<file path="src/rtl/counter_cmd_ctrl.sv">
// rtl/counter_cmd_ctrl.sv - push-button command source for the up/down/load counter
// Sync, debounce and edge-detect three buttons, then arbitrate and auto-repeat into EN/S/D strobes.
module counter_cmd_ctrl #(
    parameter int WIDTH           = 4,
    parameter int DEBOUNCE_CYCLES = 4,
    parameter int REPEAT_DELAY    = 8,
    parameter int REPEAT_RATE     = 4
) (
    input  logic             CLK,
    input  logic             RST,
    input  logic             BTN_UP,
    input  logic             BTN_DN,
    input  logic             BTN_LD,
    input  logic [WIDTH-1:0] SW,
    output logic             EN_O,
    output logic [1:0]       S_O,
    output logic [WIDTH-1:0] D_O,
    output logic             HOLD_O
);

    localparam int CW   = $clog2(DEBOUNCE_CYCLES + 1);
    localparam int TMAX = (REPEAT_DELAY > REPEAT_RATE) ? REPEAT_DELAY : REPEAT_RATE;
    localparam int TW   = $clog2(TMAX + 1);

    localparam logic [1:0] B_UP = 2'd0;
    localparam logic [1:0] B_DN = 2'd1;
    localparam logic [1:0] B_LD = 2'd2;

    localparam logic [1:0] S_LD = 2'b01;
    localparam logic [1:0] S_UP = 2'b10;
    localparam logic [1:0] S_DN = 2'b11;

    typedef enum logic [1:0] {IDLE, PRESS, REPEAT} state_t;

    state_t        state, next_state;
    logic [1:0]    active, next_active;
    logic [TW-1:0] timer;
    logic          cmd;
    logic [1:0]    cmd_s;
    logic          act_level;

    logic [2:0]    raw, sync1, sync2, db, db_q, rise;
    logic [CW-1:0] db_cnt [3];

    assign raw = {BTN_LD, BTN_DN, BTN_UP};

    always_ff @(posedge CLK or posedge RST) begin
        if (RST) begin
            sync1 <= '0;
            sync2 <= '0;
        end else begin
            sync1 <= raw;
            sync2 <= sync1;
        end
    end

    // Level flips only after DEBOUNCE_CYCLES consecutive disagreeing samples.
    always_ff @(posedge CLK or posedge RST) begin
        if (RST) begin
            db   <= '0;
            db_q <= '0;
            for (int i = 0; i < 3; i++) db_cnt[i] <= '0;
        end else begin
            db_q <= db;
            for (int i = 0; i < 3; i++) begin
                if (sync2[i] != db[i]) begin
                    if (db_cnt[i] == CW'(DEBOUNCE_CYCLES - 1)) begin
                        db[i]     <= ~db[i];
                        db_cnt[i] <= '0;
                    end else begin
                        db_cnt[i] <= db_cnt[i] + 1'b1;
                    end
                end else begin
                    db_cnt[i] <= '0;
                end
            end
        end
    end

    assign rise      = db & ~db_q;
    assign act_level = db[active];

    always_ff @(posedge CLK or posedge RST) begin
        if (RST) begin
            state  <= IDLE;
            active <= B_UP;
        end else begin
            state  <= next_state;
            active <= next_active;
        end
    end

    always_comb begin
        next_state  = state;
        next_active = active;
        case (state)
            IDLE: begin
                if (|rise) begin
                    next_state  = PRESS;
                    next_active = rise[B_LD] ? B_LD : (rise[B_UP] ? B_UP : B_DN);
                end
            end
            PRESS: begin
                if (!act_level)
                    next_state = IDLE;
                else if (cmd)
                    next_state = REPEAT;
            end
            REPEAT: begin
                if (!act_level)
                    next_state = IDLE;
            end
            default: next_state = IDLE;
        endcase
    end

    always_comb begin
        cmd   = 1'b0;
        cmd_s = 2'b00;
        case (state)
            IDLE: begin
                if (rise[B_LD]) begin
                    cmd   = 1'b1;
                    cmd_s = S_LD;
                end else if (rise[B_UP]) begin
                    cmd   = 1'b1;
                    cmd_s = S_UP;
                end else if (rise[B_DN]) begin
                    cmd   = 1'b1;
                    cmd_s = S_DN;
                end
            end
            PRESS: begin
                if (act_level && active != B_LD && timer == TW'(REPEAT_DELAY)) begin
                    cmd   = 1'b1;
                    cmd_s = (active == B_UP) ? S_UP : S_DN;
                end
            end
            REPEAT: begin
                if (act_level && timer == TW'(REPEAT_RATE)) begin
                    cmd   = 1'b1;
                    cmd_s = (active == B_UP) ? S_UP : S_DN;
                end
            end
            default: ;
        endcase
    end

    // Timer reads 1 in the cycle after a command, so it equals the gap on the next one.
    always_ff @(posedge CLK or posedge RST) begin
        if (RST)
            timer <= '0;
        else if (cmd)
            timer <= TW'(1);
        else if (timer != '1)
            timer <= timer + 1'b1;
    end

    always_ff @(posedge CLK or posedge RST) begin
        if (RST) begin
            EN_O   <= 1'b0;
            S_O    <= 2'b00;
            D_O    <= '0;
            HOLD_O <= 1'b0;
        end else begin
            EN_O   <= cmd;
            S_O    <= cmd_s;
            HOLD_O <= (next_state == REPEAT);
            if (cmd && cmd_s == S_LD)
                D_O <= SW;
        end
    end

endmodule

</file>
<file path="config.mk">
export PLATFORM = sky130hd
export DESIGN_NAME = counter_cmd_ctrl
export DESIGN_NICKNAME = d
export VERILOG_FILES = /design/src/rtl/counter_cmd_ctrl.sv
export SDC_FILE = /design/constraint.sdc
export NUM_CORES = 1
export LEC_CHECK = 0
export CORE_ASPECT_RATIO = 1.1
export CORE_MARGIN = 2
export CORE_UTILIZATION = 54
export DETAILED_ROUTE_END_ITERATION = 7
export PLACE_DENSITY_LB_ADDON = 0.3
export SLEW_MARGIN = 10
export SYNTH_ARGS = -nofsm -noshare
export SYNTH_HDL_FRONTEND = slang
export SYNTH_SLANG_ARGS = --single-unit
</file>
<file path="constraint.sdc">
create_clock -name CLK -period 1.85 [get_ports CLK]
set_input_delay 0.37 -clock CLK [delete_from_list [all_inputs] [get_ports CLK]]
set_output_delay 0.37 -clock CLK [all_outputs]
set_load 0.01 [all_outputs]
</file>
==> metrics.md <==
| Metric | Value |
|---|---|
| Tcrit/Tclk final | `0.868` |
| Hold Path Depth | `0` |
| Synthesized area | `1480 um2` |
| Largest family of logic cells by synthesized area | `simple AND/OR/NAND/NOR gates` |
| Post-DP HPWL | `1610 um` |
| Clk root buf | `clkbuf_4` |
| Worst-path fanout max | `5` |
| Diode count | `0` |
| R2r startpoint | `timer[0]` |
| GRT Total Usage | `0.175` |
| Compound-gate portion of the synthesized area | `0.0695` |
| Routed wire length | `2150 um` |
| Io pins | `17` |
| Htree depth | `2` |
| Fin Setup TNS | `0 ns` |
| Site Rows | `19` |
| Worst hold path class | `reg2reg` |
| Longest Clk Path Bufs | `2` |
| Crit end category | `flop` |
| Power Dens Cells | `1500 nW/um2` |
| Post-Synth Adder-Cell Area | `0.0424` |
| Min-delay src | `sync1[0]` |
| Vias in the first global route | `910` |
| EDFF count, synth | `0` |
| Commonest non-fill, non-tap cell in the layout | `dfrtp_1` |
| Static leakage | `0.779 nW` |
| Initial antenna violation count | `0` |
| Core footprint | `2540 um2` |
| Drt pass-1 iters | `4` |
| Post-synthesis cell count | `111` |
| Total CTS buffers | `5` |
| Hold WS | `0.369 ns` |
| Placed cell area | `1680 um2` |
| Relative slew slack | `0.705` |
| Crit Reg-Reg Endpoint | `S_O[0]` |
| CP required | `2.11 ns` |
| VDD IR-drop max | `904 uV` |
| Max Slew Vio Count | `0` |
| Mean Syn Cell Area | `13.3 um2` |
| Final core utilization | `0.680` |
| Worst Clk Skew | `0.00705 ns` |
| DRC viols | `0` |
| Remaining global-route overflow | `0` |
| RSZ-0062 raised after global routing | `false` |
| Arrival time worst endpoint | `1.87 ns` |
| WL/cell | `13.0 um` |
| DRT iter0 DRCs | `19` |
| CP Class | `reg2reg` |
| Crit path time final | `1.61 ns` |
| Synth Area in Simple Gates | `0.150` |
| Sink Count | `37` |
| Reg2Reg Depth | `6` |
| Max-cap violation count | `0` |
| Yosys cell types | `30` |
| Asr flop ratio synth | `1.00` |
| PortBufs | `16` |
| Largest net degree at the start of global routing | `38` |
| Syn nets | `125` |
| Xor and xnor area share after synthesis | `0.0237` |
| Starting density of the core | `0.580` |
| CTS tree | `yes` |
| Final setup violation count | `0` |
| Most frequent cells in the layout | `37 x dfrtp_1, 16 x clkdlybuf4s50_1, 10 x nor2b_1, 7 x nor2_1` |
| Die Area | `3170 um2` |
| Routability congestion estimate | `0.789` |
| Hold Path End | `sync2[0]` |
| First-pass GRT wire length | `3770 um` |
| Cts hold-fix bufs | `0` |
| Cts repair resizes | `0` |
| Mux cell area share after synthesis | `0.0737` |
| Reg clk slew, reported paths | `0.10 ns` |
| Crit start category | `flop` |
| Final antenna-violating net count | `0` |
| Yosys reg bits | `37` |
| Die height | `58.8 um` |
| Outcome | `finished clean` |
| Tightest Pin Transition | `0.443 ns` |
| Post-layout nets | `148` |
| Final Hold Fails | `0` |
| Overall power | `2.59 mW` |
| Post-CTS Setup Inserts | `0` |
| Via/cell ratio | `5.37` |
| Die X-Extent | `53.9 um` |
| Ys Warns | `0` |
| Via count | `891` |
| Max Freq | `623 MHz` |
| R2R setup slack | `0.24 ns` |
| Dominant synthesized flop cell | `dfrtp_1` |
| Skew-Pair Late Insertion Delay | `0.33 ns` |
| Share of layout cells above drive strength 1 | `0.104` |
| Post-route cell area | `1730 um2` |
| Post-synthesis sequential area ratio | `0.627` |
| Area growth from synthesis to layout | `17.1%` |
cell families after synthesis:
family | after synthesis
mux | 10
fa+ha+maj | 5
compound gates | 12
xor+xnor | 4
buf+inv | 5
flops | 37
simple gates | 38
power by group:
part / switching (mW) / internal, mW
sequential: 0.210 / 1.08
clock: 0.243 / 0.145
combinational: 0.438 / 0.477
metrics by stage:
stage | std cells | setup WS [ns]
2_1_floorplan | 111 | 0.380
3_3_place_gp | 158 | 0.333
3_5_place_dp | 158 | 0.271
4_1_cts | 166 | 0.244
5_1_grt | 166 | 0.167
6_report | 166 | 0.245
how the worst max path moves through the flow:
| stage | from | end | slack, ns | cells past startpoint |
|---|---|---|---|---|
| final | timer[0] | S_O[0] | 0.24 | 6 |
| after global routing | timer[0] | timer[3] | 0.17 | 6 |
| after CTS | D_O[0] | D_O[0] | 0.24 | 1 |
| after detailed placement | timer[0] | timer[3] | 0.27 | 6 |
| after global placement | timer[0] | S_O[0] | 0.33 | 6 |
| after floorplan | timer[0] | S_O[0] | 0.38 | 6 |
flip-flops by register name (all words and copies together) (netlist names):
| signal | cells |
|---|---|
| db_cnt | 9 |
| db | 3 |
| HOLD_O | 1 |
| S_O | 2 |
| EN_O | 1 |
| sync2 | 3 |
| D_O | 4 |
| sync1 | 3 |
| timer | 4 |
| active | 2 |
| state | 2 |
| db_q | 3 |
cells in the mapped netlist (all sizes together) (2+ instances only):
cell type / n / area (um2)
dfrtp: 37 / 926
nor2b: 10 / 62.6
mux2: 7 / 78.8
nor2: 7 / 26.3
nor3b: 6 / 45.0
ha: 5 / 62.6
inv: 4 / 15.0
nand3: 4 / 20.0
nor3: 4 / 20.0
xnor2: 4 / 35.0
mux2i: 3 / 30.0
o21ai: 3 / 18.8
nand2: 2 / 7.51
worst max-delay path, stage by stage, from the launching register on:
cell and delay, ns:
dfrtp_1 0.44, inv_1 0.08, ha_1 0.17, nand4b_1 0.13, or4_4 0.45, o21a_4 0.15, o21ai_2 0.12
metal layers:
metal / global-route usage / part of all wire / up-vias
met5: 0 / 0 / -
met4: 0.0806 / 0.019 / 0
met3: 0.0939 / 0.056 / 5
met2: 0.272 / 0.50 / 19
met1: 0.196 / 0.43 / 436
li1: - / - / 431
layout make-up:
| type | instances | area [um2] |
|---|---|---|
| Clock buffer | 6 | 41.3 |
| Timing Repair Buffer | 17 | 168 |
| Fill cell | 192 | 815 |
| Clock inverter | 2 | 10.0 |
| Tap cell | 31 | 38.8 |
| Multi-Input combinational cell | 69 | 531 |
| Sequential cell | 37 | 926 |
| Inverter | 4 | 15.0 |
Note: power is estimated with default switching activity, not from simulation.
